## src/rtl/pc_sequencer.sv

```systemverilog
// pc_sequencer: program counter sequencer for the fetch stage.
//
// Each cycle the next PC is chosen from sequential increment, branch target,
// jump target or hold. Every control-flow redirect is followed by a fixed
// number of flush bubbles, and the instruction bus can be lent to a DMA
// engine via a req/ack handshake while the PC stays frozen.
//
// Ports:
//   clk            rising-edge clock
//   reset          asynchronous, active-high reset
//   stall          pipeline stall; PC holds, no fetch
//   branch_taken   conditional branch resolved taken this cycle
//   branch_target  branch destination (low two bits dropped)
//   jump           unconditional jump this cycle (wins over branch_taken)
//   jump_target    jump destination (low two bits dropped)
//   dma_req        DMA bus request, level, held until the DMA is done
//   dma_ack        bus granted to DMA (registered)
//   pc             current PC (registered)
//   pc_next        value pc loads at the next edge (combinational)
//   fetch_en       instruction memory read enable for pc
//   flush          kill in-flight fetch/decode (registered)
//
// state     | meaning
// ----------+---------------------------------------------------------------
// ST_RUN    | normal fetch; redirect > stall > dma_req > sequential step
// ST_FLUSH  | bubbles after a redirect; pc holds the target, inputs ignored
// ST_DMA    | bus lent to DMA; pc frozen until dma_req falls

module pc_sequencer #(
  parameter int                WIDTH        = 32,
  parameter logic [WIDTH-1:0]  RESET_VECTOR = '0,
  parameter int                PC_INC       = 4,
  parameter int                FLUSH_CYCLES = 2
) (
  input  logic             clk,
  input  logic             reset,
  input  logic             stall,
  input  logic             branch_taken,
  input  logic [WIDTH-1:0] branch_target,
  input  logic             jump,
  input  logic [WIDTH-1:0] jump_target,
  input  logic             dma_req,
  output logic             dma_ack,
  output logic [WIDTH-1:0] pc,
  output logic [WIDTH-1:0] pc_next,
  output logic             fetch_en,
  output logic             flush
);

  typedef enum logic [1:0] {
    ST_RUN   = 2'd0,
    ST_FLUSH = 2'd1,
    ST_DMA   = 2'd2
  } state_t;

  localparam logic [WIDTH-1:0] PC_STEP    = WIDTH'(PC_INC);
  localparam logic [WIDTH-1:0] ALIGN_MASK = ~WIDTH'(3);
  localparam logic [3:0]       FLUSH_LOAD = 4'(FLUSH_CYCLES);

  state_t           state_q, state_d;
  logic [3:0]       flush_cnt_q, flush_cnt_d;
  logic [WIDTH-1:0] pc_q, pc_d;
  logic             fetch_run;

  always_ff @(posedge clk or posedge reset) begin
    if (reset) begin
      state_q     <= ST_RUN;
      flush_cnt_q <= '0;
      pc_q        <= RESET_VECTOR;
    end else begin
      state_q     <= state_d;
      flush_cnt_q <= flush_cnt_d;
      pc_q        <= pc_d;
    end
  end

  always_comb begin
    state_d     = state_q;
    flush_cnt_d = flush_cnt_q;
    pc_d        = pc_q;
    fetch_run   = 1'b0;
    case (state_q)
      ST_RUN: begin
        fetch_run = ~stall;
        if (jump) begin
          pc_d        = jump_target & ALIGN_MASK;
          state_d     = ST_FLUSH;
          flush_cnt_d = FLUSH_LOAD;
        end else if (branch_taken) begin
          pc_d        = branch_target & ALIGN_MASK;
          state_d     = ST_FLUSH;
          flush_cnt_d = FLUSH_LOAD;
        end else if (stall) begin
          pc_d = pc_q;
        end else if (dma_req) begin
          state_d = ST_DMA;
        end else begin
          pc_d = pc_q + PC_STEP;
        end
      end
      ST_FLUSH: begin
        flush_cnt_d = flush_cnt_q - 4'd1;
        // <= 1 rather than == 1 so a zero count can never strand the FSM here
        if (flush_cnt_q <= 4'd1) begin
          state_d = ST_RUN;
        end
      end
      ST_DMA: begin
        if (!dma_req) begin
          state_d = ST_RUN;
        end
      end
      default: begin
        state_d = ST_RUN;
      end
    endcase
  end

  // dma_ack and flush are pure state decodes, so they come straight off the
  // state register and clear the instant reset is asserted.
  assign dma_ack  = (state_q == ST_DMA);
  assign flush    = (state_q == ST_FLUSH);
  assign fetch_en = fetch_run & ~reset;
  assign pc       = pc_q;
  assign pc_next  = pc_d;

endmodule

```

## config.mk

```make
export PLATFORM = sky130hd
export DESIGN_NAME = pc_sequencer
export DESIGN_NICKNAME = d
export VERILOG_FILES = /design/src/rtl/pc_sequencer.sv
export SDC_FILE = /design/constraint.sdc
export NUM_CORES = 1
export LEC_CHECK = 0
export ABC_AREA = 0
export CORE_MARGIN = 2
export CORE_UTILIZATION = 40
export DETAILED_ROUTE_END_ITERATION = 10
export DONT_BUFFER_PORTS = 1
export SLEW_MARGIN = 0
export SYNTH_ARGS = -nofsm -noshare
export SYNTH_HDL_FRONTEND = slang
export SYNTH_SLANG_ARGS = --single-unit
```

## constraint.sdc

```tcl
create_clock -name clk -period 2.7 [get_ports clk]
set_clock_uncertainty 0.1 [all_clocks]
set_input_delay 0.54 -clock clk [delete_from_list [all_inputs] [get_ports clk]]
set_output_delay 0.54 -clock clk [all_outputs]
set_load 0.03 [all_outputs]
```

Word level (Yosys, flattened, before mapping)
Cells that the tools add are included.

Bitwise operators: 3. Reduce and logical (&&, ||, !) cells: 4. Equality and inequality tests: 7. $lt $le $gt $ge: 1. $add $sub $neg: 2. Multiplexer cells: 16.

Operators with widths (count): $mux W32 (5); $add A32 B3 Y32 const B (1); $mux W2 (6); $mux W4 (2); $ne A4 B4 Y1 const B (2); $pmux W4 S2 (1); $pmux W2 S3 (1); $le A4 B1 Y1 const B (1); $reduce_and A4 Y1 (1); $sub A4 B1 Y4 const B (1); $ne A3 B3 Y1 const B (1); $eq A2 B1 Y1 const B (1); $eq A2 B2 Y1 const B (1); $logic_not A2 Y1 (1); $ne A2 B1 Y1 const B (1); $ne A2 B2 Y1 const B (1); $not A1 Y1 (2); $reduce_and A2 Y1 (1); $reduce_bool A2 Y1 (1); $and A1 B1 Y1 (1); $mux W1 (1).

Logic and storage cells: 36. Bits in registers: 38.

Longest topological paths before layout
Word-level depth: 6. Mapped depth: 6.

Worst setup path before layout
No wires, ideal clock.

Path kind: register to output. Start: register pc_q[2], in the netlist pc[2]. End: output port pc_next[30]. Buffers on the path: 0. Required time: 2.060 ns. Stages on the path, launching flop included: 7. Data arrival time: 2.256 ns. Path slack: -0.196 ns. Cell sequence: dfrtp_1 ha_1 and4bb_2 nand4_4 nor4_2 mux2_1 nor2_1.

Word-level cells in the longest chain between the ends: 6.

Ends and longest elaborated chain: from (decl) (RTL line 62) `logic [WIDTH-1:0] pc_q, pc_d;`; from (signal assigned) (RTL line 73) `pc_q <= pc_d;`; $add A32 B3 Y32 (RTL line 98) `pc_d = pc_q + PC_STEP;`; $mux W32 (RTL line 95) `end else if (dma_req) begin`; $mux W32 (RTL line 93) `end else if (stall) begin`; $mux W32 (RTL line 89) `end else if (branch_taken) begin`; $mux W32 (RTL line 85) `if (jump) begin`; $mux W32 (RTL line 82) `case (state_q)`; to (decl) (RTL line 45) `output logic [WIDTH-1:0] pc_next,`.

Every way passes these cells.

Worst setup path in the final report
Start: register pc_q[2], in the netlist pc[2]. End: output port pc_next[24].

Same word-level chain as after synthesis.

==> flow_summary.toml <==
[final_layout]
fin_nets = 435
area_growth_pct = 40.0
drive_gt1_frac = 0.381
fillers = 579
fin_util = 0.581
n_antenna_cell = 0

[critical_path]
critPathCaptureType = "output port"
critPathLaunchType = "flop"
path_max_fanout = 5
cp.arrival_ns = 2.18
critPathKind = "flop to output port"
required_ns = 2.06

[floorplanning]
std_cell_rows = 29
core-area_um2 = 6390
dieArea_um2 = 7290
die_h_um = 85.4
pin_count = 137
die_w_um = 85.4
start_util = 0.415

[yosys]
yosysUniqueCellTypes = 59
yosysWarnings = 0
ys_seq_area_frac = 0.359
synth.cell_area_um2 = 2650
ys_ff_latch = 38
synth_cells = 302
syn_nets = 375
synthArstFlopShare = 1.00
avgSynthCellArea_um2 = 8.77
synth_edf_count = 0
synthFlopType = "dfrtp_1"

[clock_tree]
cts_sinks = 38
clk_path_buf_depth = 2
cts_hold_buf = 0
clkTransAtPathRegs_ns = 0.08
cts_tree = "yes"
cts_made_buffers = 5
insertion_delay_ns = 0.30
ctsRootBufferMaster = "clkbuf_8"
htree_levels = 2

[pwr]
seqPwrFrac = 0.241
p_clk_frac = 0.117
intPower_mw = 2.04
p_leak_nw = 1.59
finalPower_mw = 4.36
ir_drop_mv = 0.638
switching_share = 0.532
p_switching_mw = 2.32
power_density_nw_per_um2 = 1170
combPwrFrac = 0.642

[global_route]
track_usage = 0.251
antenna_found_initial = 0
grt_max_degree = 39
grt_pass1_vias = 2810
grt_pass1_wl_mm = 14.5
grt_overflow = 0

[detailed_routing]
drt_iter0_drc = 194
routed_wl_mm = 9.44
drt-wirelength-per-cell_um = 21.5
drc = 0
ant_nets = 0
firstDrtPassIters = 5
routed-via-count = 2845
viasPerCell = 6.48

[job]
maxCapViolCount = 0

[status]
violations = "setup timing"
status = "finished, violations left"

[timing]
tightest_slew_ns = 0.762
maxSlewViolCount = 0
rsz0062_at_grt = "true"
slew_headroom = 0.492
period_minus_slack_ns = 2.82
hold_ws_ns = 0.154
clock.fmax_mhz = 355
fin_ws_ns = -0.115
fin_setup_tns_ns = -0.375
fin_crit_sh = 1.04
setup_viol = 8
hold_viol = 0

[placement]
gp_congestion = 0.831
post-place-ws_ns = 0.0360
io_buffers = 0
post-dp-hpwl_mm = 6.64

[worst_hold_path]
hp-class = "input port to async pin"
-- power by group through the flow --
stage,combinational [mW],clock [mW],sequential [mW]
2_1_floorplan,1.27,0,1.50
3_3_place_gp,2.51,0,1.04
3_5_place_dp,2.54,0,1.05
4_1_cts,2.68,0.523,1.04
5_1_grt,2.95,0.539,1.08
6_report,2.80,0.511,1.05
-- metrics by stage --
step / instances / cell area [um^2]
floorplan: 302 / 2680
global placement: 421 / 3180
detailed placement: 421 / 3180
CTS: 433 / 3460
global route: 439 / 3710
finish: 439 / 3710
-- worst paths after layout --
| path | start | end | slack (ns) | cells past startpoint |
|---|---|---|---|---|
| max | pc[2] | pc_next[24] | -0.12 | 7 |
| min in group clk | dma_req | state_q[1] | 0.26 | 1 |
| min reg2reg | flush_cnt_q[3] | flush_cnt_q[3] | 0.47 | 2 |
| min | reset | flush_cnt_q[1] | 0.15 | 2 |
| max reg2reg | pc[2] | pc[20] | 0.56 | 6 |
| max in group asynchronous | reset | pc[19] | 1.99 | 2 |
-- layer usage --
layer  wire, um  global-route usage  vias up
li1           -                   -     1306
met1       3890               0.316     1406
met2       4710               0.426      120
met3        726              0.0681       13
met4        112              0.0635        0
met5          0                   0        -
-- synthesized netlist by cell type (3+ instances only) --
cell | instances | share of area
dfrtp_1 | 38 | 0.36
o21ai_0 | 35 | 0.066
nor2_1 | 24 | 0.034
a21oi_1 | 16 | 0.030
clkbuf_1 | 14 | 0.020
inv_1 | 13 | 0.018
nand2_1 | 13 | 0.018
a221oi_1 | 8 | 0.026
nand4_1 | 8 | 0.019
nor3_1 | 8 | 0.015
a31oi_1 | 7 | 0.017
and3_1 | 7 | 0.017
buf_2 | 7 | 0.013
nand3_1 | 7 | 0.013
o22ai_1 | 7 | 0.017
o2bb2ai_1 | 7 | 0.023
a22o_1 | 6 | 0.020
and4_1 | 6 | 0.020
a222oi_1 | 5 | 0.019
nor4_1 | 5 | 0.012
a22oi_1 | 4 | 0.011
nor2b_1 | 4 | 0.0094
o221ai_1 | 4 | 0.013
ha_1 | 3 | 0.014
-- layout by cell type, fill, tap and decap left out, drive strengths merged, types with 3 or more instances in the layout --
| master | Yosys | routed |
|---|---|---|
| a22o | 6 | 6 |
| ha | 3 | 3 |
| and3 | 7 | 7 |
| a31oi | 7 | 7 |
| a22oi | 4 | 4 |
| nor2 | 24 | 24 |
| nor2b | 4 | 4 |
| nor3 | 10 | 10 |
| o22ai | 7 | 7 |
| o221ai | 4 | 4 |
| o21ai | 35 | 35 |
| a222oi | 5 | 5 |
| nor4 | 7 | 7 |
| mux2 | 3 | 3 |
| a221oi | 9 | 9 |
| nand4 | 10 | 10 |
| buf | 9 | 76 |
| nand3 | 9 | 9 |
| clkbuf | 14 | 6 |
| and4 | 8 | 8 |
| o2bb2ai | 7 | 7 |
| a21oi | 16 | 16 |
| inv | 13 | 13 |
| dfrtp | 38 | 38 |
| nand2 | 13 | 13 |
-- sequential cells by signal, indices dropped and copies added, names as in the netlist --
signal       cells
flush_cnt_q      4
pc              32
state_q          2
-- cells by family (layout without fill, tap and decap cells) --
kind of cell / count (synthesis) / after routing / share of synthesized area
compound gates: 120 / 120 / 0.311
xor+xnor: 2 / 2 / 0.00661
fa+ha+maj: 3 / 3 / 0.0142
buf+inv: 36 / 96 / 0.0585
flops: 38 / 38 / 0.359
mux: 3 / 3 / 0.0127
simple gates: 100 / 100 / 0.238
-- cell type report --
type / count / area [um^2] / area share
tap: 77 / 96.3 / 0.0260
multi-input combinational: 228 / 1890 / 0.509
clock inverter: 1 / 30.0 / 0.00809
timing repair buffer: 76 / 614 / 0.166
inverter: 13 / 48.8 / 0.0131
clock buffer: 6 / 82.6 / 0.0223
sequential: 38 / 951 / 0.256
-- critical path, cell delays in order, from the launching register on --
cell      delay (ns)
dfrtp_1         0.39
ha_2            0.20
and4bb_4        0.29
and4_4          0.27
buf_4           0.12
nand4_1         0.14
a21o_1          0.20
a22o_4          0.26
-- timing repair --
action	CTS	global route
endpoints found under the setup margin	17	26
pin swaps	4	16
resized for setup	22	42
buffers inserted	5	6
Power figures use the tool's default switching activity.
